--- src/rtl/mux4_rr_arbiter.sv ---
// mux4_rr_arbiter: round-robin arbiter and sequencer for the 4:1 select mux.
// Grants one of four valid/last requesters for a whole packet. It drives the
// registered mux select and one-hot grant, and forwards the selected lane to a
// single valid/ready output.
// Optional build macro ARB_HOLD_LIMIT_EN: caps a grant at MAX_BEATS beats
// whenever another lane is waiting.
module mux4_rr_arbiter #(
    parameter int DATA_W    = 1,
    parameter int MAX_BEATS = 8
) (
    input  logic              clk,
    input  logic              rst,
    input  logic [DATA_W-1:0] a,
    input  logic [DATA_W-1:0] b,
    input  logic [DATA_W-1:0] c,
    input  logic [DATA_W-1:0] d,
    input  logic [3:0]        req,
    input  logic [3:0]        last,
    output logic [3:0]        in_ready,
    output logic [DATA_W-1:0] out_data,
    output logic              out_valid,
    output logic              out_last,
    input  logic              out_ready,
    output logic [1:0]        sel,
    output logic [3:0]        gnt,
    output logic              busy
);

    typedef enum logic {IDLE, GRANT} state_t;

    state_t                  state, state_nxt;
    logic [1:0]              sel_nxt, ptr, ptr_nxt;
    logic [3:0]              gnt_nxt;
    logic [3:0][DATA_W-1:0]  lane;
    logic                    granted, xfer, rel, force_rel, load;
    logic [2:0]              pick;

    assign lane    = {d, c, b, a};
    assign granted = (state == GRANT);
    assign busy    = granted;

    // Search order is base+1, base+2, base+3, base. The loop runs backwards, so
    // the highest-priority match is assigned last and wins. {found, lane}.
    function automatic logic [2:0] rr_pick(input logic [1:0] base, input logic [3:0] r);
        logic [2:0] res;
        logic [1:0] idx;
        res = 3'b000;
        for (int k = 3; k >= 0; k--) begin
            idx = base + 2'(k) + 2'd1;
            if (r[idx]) res = {1'b1, idx};
        end
        return res;
    endfunction

    // Forward the granted lane to the output port; everything reads 0 in IDLE.
    always_comb begin
        out_data  = '0;
        out_valid = 1'b0;
        out_last  = 1'b0;
        if (granted) begin
            out_data  = lane[sel];
            out_valid = req[sel];
            out_last  = last[sel];
        end
    end

    // Per-lane ready: only the granted lane sees downstream ready.
    for (genvar i = 0; i < 4; i++) begin : g_rdy
        assign in_ready[i] = granted && (sel == 2'(i)) && out_ready;
    end

    assign xfer = out_valid & out_ready;

`ifdef ARB_HOLD_LIMIT_EN
    localparam int CW = $clog2(MAX_BEATS + 1);
    logic [CW-1:0] cnt;

    // Beats taken under the current grant. Cleared on each new grant, saturating.
    always_ff @(posedge clk or posedge rst) begin
        if (rst)
            cnt <= '0;
        else if (load)
            cnt <= '0;
        else if (xfer && cnt != CW'(MAX_BEATS))
            cnt <= cnt + 1'b1;
    end

    // Preempt after the beat that reaches the limit, but only if someone else
    // is waiting. A lone requester keeps streaming.
    assign force_rel = xfer && (cnt >= CW'(MAX_BEATS - 1)) && |(req & ~gnt);
`else
    assign force_rel = 1'b0;
`endif

    // Abandoning the lane (req dropped) counts as end of packet.
    assign rel  = granted && ((xfer && out_last) || !req[sel] || force_rel);
    // On release, rotate from the current lane so that it is considered last.
    assign pick = rr_pick(rel ? sel : ptr, req);

    // Next-state and next grant: arbitrate from IDLE, or re-arbitrate on release
    // without a bubble cycle.
    always_comb begin
        state_nxt = state;
        sel_nxt   = sel;
        gnt_nxt   = gnt;
        ptr_nxt   = ptr;
        load      = 1'b0;
        case (state)
            IDLE: begin
                if (pick[2]) begin
                    state_nxt = GRANT;
                    sel_nxt   = pick[1:0];
                    gnt_nxt   = 4'b0001 << pick[1:0];
                    load      = 1'b1;
                end
            end
            GRANT: begin
                if (rel) begin
                    ptr_nxt = sel;
                    if (pick[2]) begin
                        sel_nxt = pick[1:0];
                        gnt_nxt = 4'b0001 << pick[1:0];
                        load    = 1'b1;
                    end else begin
                        state_nxt = IDLE;
                        gnt_nxt   = 4'b0000;
                    end
                end
            end
            default: state_nxt = IDLE;
        endcase
    end

    // State, select, grant and rotation pointer. ptr=3 gives lane 0 first priority.
    always_ff @(posedge clk or posedge rst) begin
        if (rst) begin
            state <= IDLE;
            sel   <= 2'd0;
            gnt   <= 4'b0000;
            ptr   <= 2'd3;
        end else begin
            state <= state_nxt;
            sel   <= sel_nxt;
            gnt   <= gnt_nxt;
            ptr   <= ptr_nxt;
        end
    end

endmodule
--- config.mk ---
export PLATFORM = sky130hd
export DESIGN_NAME = mux4_rr_arbiter
export DESIGN_NICKNAME = d
export VERILOG_FILES = /design/src/rtl/mux4_rr_arbiter.sv
export SDC_FILE = /design/constraint.sdc
export NUM_CORES = 1
export LEC_CHECK = 0
export BUFFER_PORTS_ARGS = -buffer_cell sky130_fd_sc_hd__buf_2
export CAP_MARGIN = 10
export CORE_AREA = 2 2 41 81
export DETAILED_ROUTE_END_ITERATION = 8
export DIE_AREA = 0 0 43 83
export HOLD_SLACK_MARGIN = 0.1
export PLACE_DENSITY = 0.43
export SETUP_SLACK_MARGIN = 0.15
export SKIP_CTS_REPAIR_TIMING = 1
export SYNTH_ARGS = -nofsm -noshare
export SYNTH_HDL_FRONTEND = slang
export SYNTH_SLANG_ARGS = --single-unit
--- constraint.sdc ---
create_clock -name clk -period 3.56 [get_ports clk]
set_input_delay 0.178 -clock clk [delete_from_list [all_inputs] [get_ports clk]]
set_output_delay 0.178 -clock clk [all_outputs]
set_load 0.05 [all_outputs]
**After elaboration in Yosys (flattened, before gate mapping)**

Index checks and enable logic that the tools add are counted.

- Bits in registers: 9
- Latch bits: 0
- RAM bits: 0
- ROM bits: 0
- Output and inout port bits: 14
- Logic and storage cells: 69
- Memories: 0

- Add/subtract/negate cells: 6
- $mul: 0
- Divide/modulo/power cells: 0
- Magnitude comparators: 5
- Eq/ne operators: 5
- Shifts and indexed selects: 1
- Muxes and demuxes: 32
- Bitwise gates (word level): 2
- Reductions and logical operators: 14

Operators with widths:

| operator | number |
|---|---|
| $lt 2x3->1 const B | 5 |
| $bmux 1 s2 | 7 |
| $mux 1 | 12 |
| $mux 3 | 4 |
| $mux 4 | 3 |
| $logic_and 1x1->1 | 10 |
| $add 2x1->2 const B | 4 |
| $pmux 4 s2 | 1 |
| $mux 2 | 3 |
| $add 2x2->2 const B | 2 |
| $eq 2x2->1 const B | 2 |
| $pmux 2 s2 | 1 |
| $shl 1x2->4 const A | 1 |
| $eq 2x1->1 const B | 1 |
| $logic_not 2->1 | 1 |
| $ne 2x1->1 const B | 1 |
| $ne 2x2->1 const B | 1 |
| $pmux 1 s2 | 1 |
| $reduce_and 2->1 | 1 |
| $and 1x1->1 | 1 |
| $logic_not 1->1 | 1 |
| $logic_or 1x1->1 | 1 |
| $not 1->1 | 1 |

**Longest topological paths before layout**

- Depth after elaboration: 20
- Mapped depth: 7
- Gate-level depth less buffers: 6

**Least setup slack after synthesis**

OpenSTA, ideal clock, no wires.

- Path kind: reg2reg
- Start point: reg sel[0]
- End point: reg gnt[1]
- Setup time: 122 ps
- Arrival time: 2288 ps
- Slack: 1150 ps
- Cell stages (with the launch flop): 7
- Period minus slack after synthesis: 2410 ps
- Path through: dfrtp_1 > mux4_2 > o221ai_4 > o22ai_4 > o211a_1 > a211o_1 > a32o_1

- Longest elaborated chain between the ends: 20

RTL lines:

| element | line | text |
|---|---|---|
| from (decl) | 24 | `output logic [1:0] sel,` |
| from (signal assigned) | 143 | `sel <= sel_nxt;` |
| $bmux 1 s2 | 62, 96 |  |
| $mux 1 (not written as such) | 62, 96 |  |
| $mux 1 | 60 | `if (granted) begin` |
| $and 1x1->1 | 72 | `assign xfer = out_valid & out_ready;` |
| $logic_and 1x1->1 | 96 | `assign rel = granted && ((xfer && out_last) \|\| !req[sel] \|\| force_rel);` |
| $logic_or 1x1->1 | 96 |  |
| $logic_and 1x1->1 | 96 |  |
| $mux 2 | -- |  |
| $add 2x2->2 | 49 | `idx = base + 2'(k) + 2'd1;` |
| $add 2x1->2 | 49 |  |
| $bmux 1 s2 | 50 | `if (r[idx]) res = {1'b1, idx};` |
| $mux 1 (not written as such) | 50 |  |
| $mux 3 (4 in a row) | 50 |  |
| $shl 1x2->4 | 113, 122 |  |
| $mux 4 | 120 | `if (pick[2]) begin` |
| $mux 4 | 118 | `if (rel) begin` |
| $pmux 4 s2 | 108 | `case (state)` |
| to (signal assigned) | 144 | `gnt <= gnt_nxt;` |
| to (decl) | 25 | `output logic [3:0] gnt,` |

Several ways; a longest one is shown, not always the timed one. The select of a mux whose other input is x is not followed.
A chain may end at the register's enable or synchronous reset.

**Worst setup path after layout**

- Start point: reg sel[0]
- End point: reg sel[0]

- Longest elaborated chain between the ends: 19

RTL lines:

| element | line |
|---|---|
| $bmux 1 s2 | 62, 96 |
| $mux 1 (not written as such) | 62, 96 |
| $mux 1 | 60 |
| $and 1x1->1 | 72 |
| $logic_and 1x1->1 | 96 |
| $logic_or 1x1->1 | 96 |
| $logic_and 1x1->1 | 96 |
| $mux 2 | -- |
| $add 2x2->2 | 49 |
| $add 2x1->2 | 49 |
| $bmux 1 s2 | 50 |
| $mux 1 (not written as such) | 50 |
| $mux 3 (4 in a row) | 50 |
| $mux 2 | 110, 120 |
| $mux 2 | 118 |
| $pmux 2 s2 | 108 |

Several ways; a longest one is shown, not always the timed one. The select of a mux whose other input is x is not followed.

==> results.toml <==
[job]
cap_violations = 0

[floorplanning]
fp-row-count = 28
fp.dieH_um = 83
core-area_um2 = 2943
start_util = 0.2436
die_w_um = 43
pin_count = 29
dieArea_um2 = 3569

[worst_setup_path]
critical_path_required_ps = 3650
start_kind = "register"
cp_max_fo = 13
arrival_ps = 2660
crit_slowest_cell = "dfrtp_1"
cp-end-kind = "register"
worst-path-buf-inv = 0
critPathKind = "reg2reg"
crit_chain = "mux4_2 > o221ai_4 > o22ai_4 > o211a_1 > a211oi_1 > o21ai_0"
crit_family = "compound AO/OA/AOI/OAI gates"
critical_path.max_stage_delay_ps = 660

[routing]
routed_wl_mm = 2.031
vias = 692
antenna_left = 0
drtPass1Iterations = 4
drtIter0Drc = 17
viasPerCell = 5.164
post_drt_wl_per_cell_um = 15.16
drc = 0

[global_routing]
grt_max_degree = 17
grt_antenna_before_repair = 0
grt_pass1_vias = 657
grt_pass1_wl_mm = 3.229
grt_usage = 0.1187
gr-total-overflow = 0

[synth]
avgSynthCellArea_um2 = 9.688
ys_warn_count = 0
ys_dominant_reg_cell = "dfrtp_1"
async_reset_ff_frac = 1.000
seq_area_frac_synth = 0.3176
ys_ff_latch = 9
synth_area_um2 = 716.9
synth_edf_count = 0
syn_inst = 74
ys_types = 36
mappedNetlistNets = 89

[placed_design]
dpl.hpwl_mm = 1.607
portBuffers = 28
place_congestion = 0.7793

[power]
pwr-share-clk = 0.126
powerDensity_nw_per_um2 = 1029
power_frac_comb = 0.653
internal_power_uw = 441.4
p_seq_frac = 0.221
leakage_uw = 0.0004632
power_uw = 956.4
ir_drop_v = 0.0003851
switching_share = 0.5385
switching_power_uw = 515.0

[sta]
max_freq_mhz = 388.8
fin_crit_sh = 0.7225
worstMarginPinSlew_ps = 516.4
fin_skew_ps = 4.289
setup_tns_ps = 0
relSlewSlack = 0.6557
slew_viol_final = 0
hold_viol = 0
rsz0062_at_grt = "false"
period_needed_ps = 2572
setup_viol = 0

[cells_and_area]
n_antenna_cell = 0
fill_cells = 334
mostFrequentLayoutCells = "buf_2, nand2_1, inv_1, dfrtp_1"
final_layout_size_suffix_gt1_frac = 0.4327
mostFrequentLayoutCell = "buf_2"
syn2layout_area_growth_pct = 29.67
fin_nets = 120

[clock_tree]
cts_tree = "done"
cts_buffer_depth = 2
clk_latency_ps = 230
clock-root-buffer = "clkbuf_8"
clk_pin_slew_ps = 50
htree_num_levels = 1
cts_buffers = 3
clock_sinks = 9

[min_path]
hold_class = "in2reg"

[status]
status = "completed"
## per-stage QoR
step / cells / cell area (um^2) / utilization / hold slack, ps / worst slack, ps
5_1_grt: 134 / 929.6 / 0.3159 / 361.8 / 814.8
3_3_place_gp: 129 / 874.6 / 0.2972 / 166.1 / 1005
4_1_cts: 133 / 919.6 / 0.3125 / -73.60 / 972.6
6_report: 134 / 929.6 / 0.3159 / 357.6 / 987.7
2_1_floorplan: 74 / 716.9 / - / 4.487 / 1150
3_5_place_dp: 129 / 874.6 / 0.2972 / 174.5 / 980.8
## power groups by stage
stage | clock [uW] | sequential, uW | combinational (uW)
after global placement | 0 | 213 | 628
after detailed placement | 0 | 215 | 630
after global routing | 130 | 224 | 666
after floorplan | 0 | 275 | 449
final | 120 | 211 | 625
after CTS | 122 | 214 | 631
## worst paths after layout
check                      cells past startpoint    from      to  slack, ps
setup / recovery                               6  sel[0]  sel[0]        990
setup reg to reg                               6  sel[0]  sel[0]        990
hold / removal                                 3  req[0]    busy        360
hold reg to reg                                2  gnt[3]  gnt[3]        490
max in group asynchronous                      3     rst  ptr[1]       2790
min in group asynchronous                      3     rst    busy        460
## worst register-to-register path, stage by stage (launching register included)
cell and delay (ps):
dfrtp_1 660, mux4_2 620, o221ai_4 140, o22ai_4 170
o211a_1 260, a211oi_1 420, o21ai_0 170
## registers in the layout, summed over array words and instances, names as in the netlist
signal / flops
ptr: 2
busy: 1
gnt: 4
sel: 2
## layer usage
layer / routed length [um] / GRT usage / vias to the layer above
met5: 0 / 0 / -
met1: 759 / 0.1309 / 327
met4: 34 / 0.05785 / 0
li1: - / - / 334
met2: 1128 / 0.2094 / 27
met3: 108 / 0.01957 / 4
## Yosys cell counts (all sizes together) (3+ instances only)
master	number	area, um^2
o21ai	3	15.01
and2	3	20.02
nand2	9	33.78
nor2	3	11.26
inv	9	33.78
dfrtp	7	175.2
mux2i	4	43.79
a211o	3	28.78
## cell type report
type,count,area (um^2),area share
timing repair buffer,29,150.1,0.1615
tap,30,37.54,0.04038
sequential,9,227.7,0.2450
multi-input combinational,53,435.4,0.4684
inverter,9,33.78,0.03634
clock buffer,4,45.04,0.04845
## logic make-up after synthesis
family | after synthesis | share of synthesized area
and+or+nand+nor | 26 | 0.1902
AOI/OAI and AO/OA | 20 | 0.2775
buffers and inverters | 12 | 0.07503
DFF | 9 | 0.3176
muxes | 7 | 0.1396
Power figures use the tool's default switching activity.
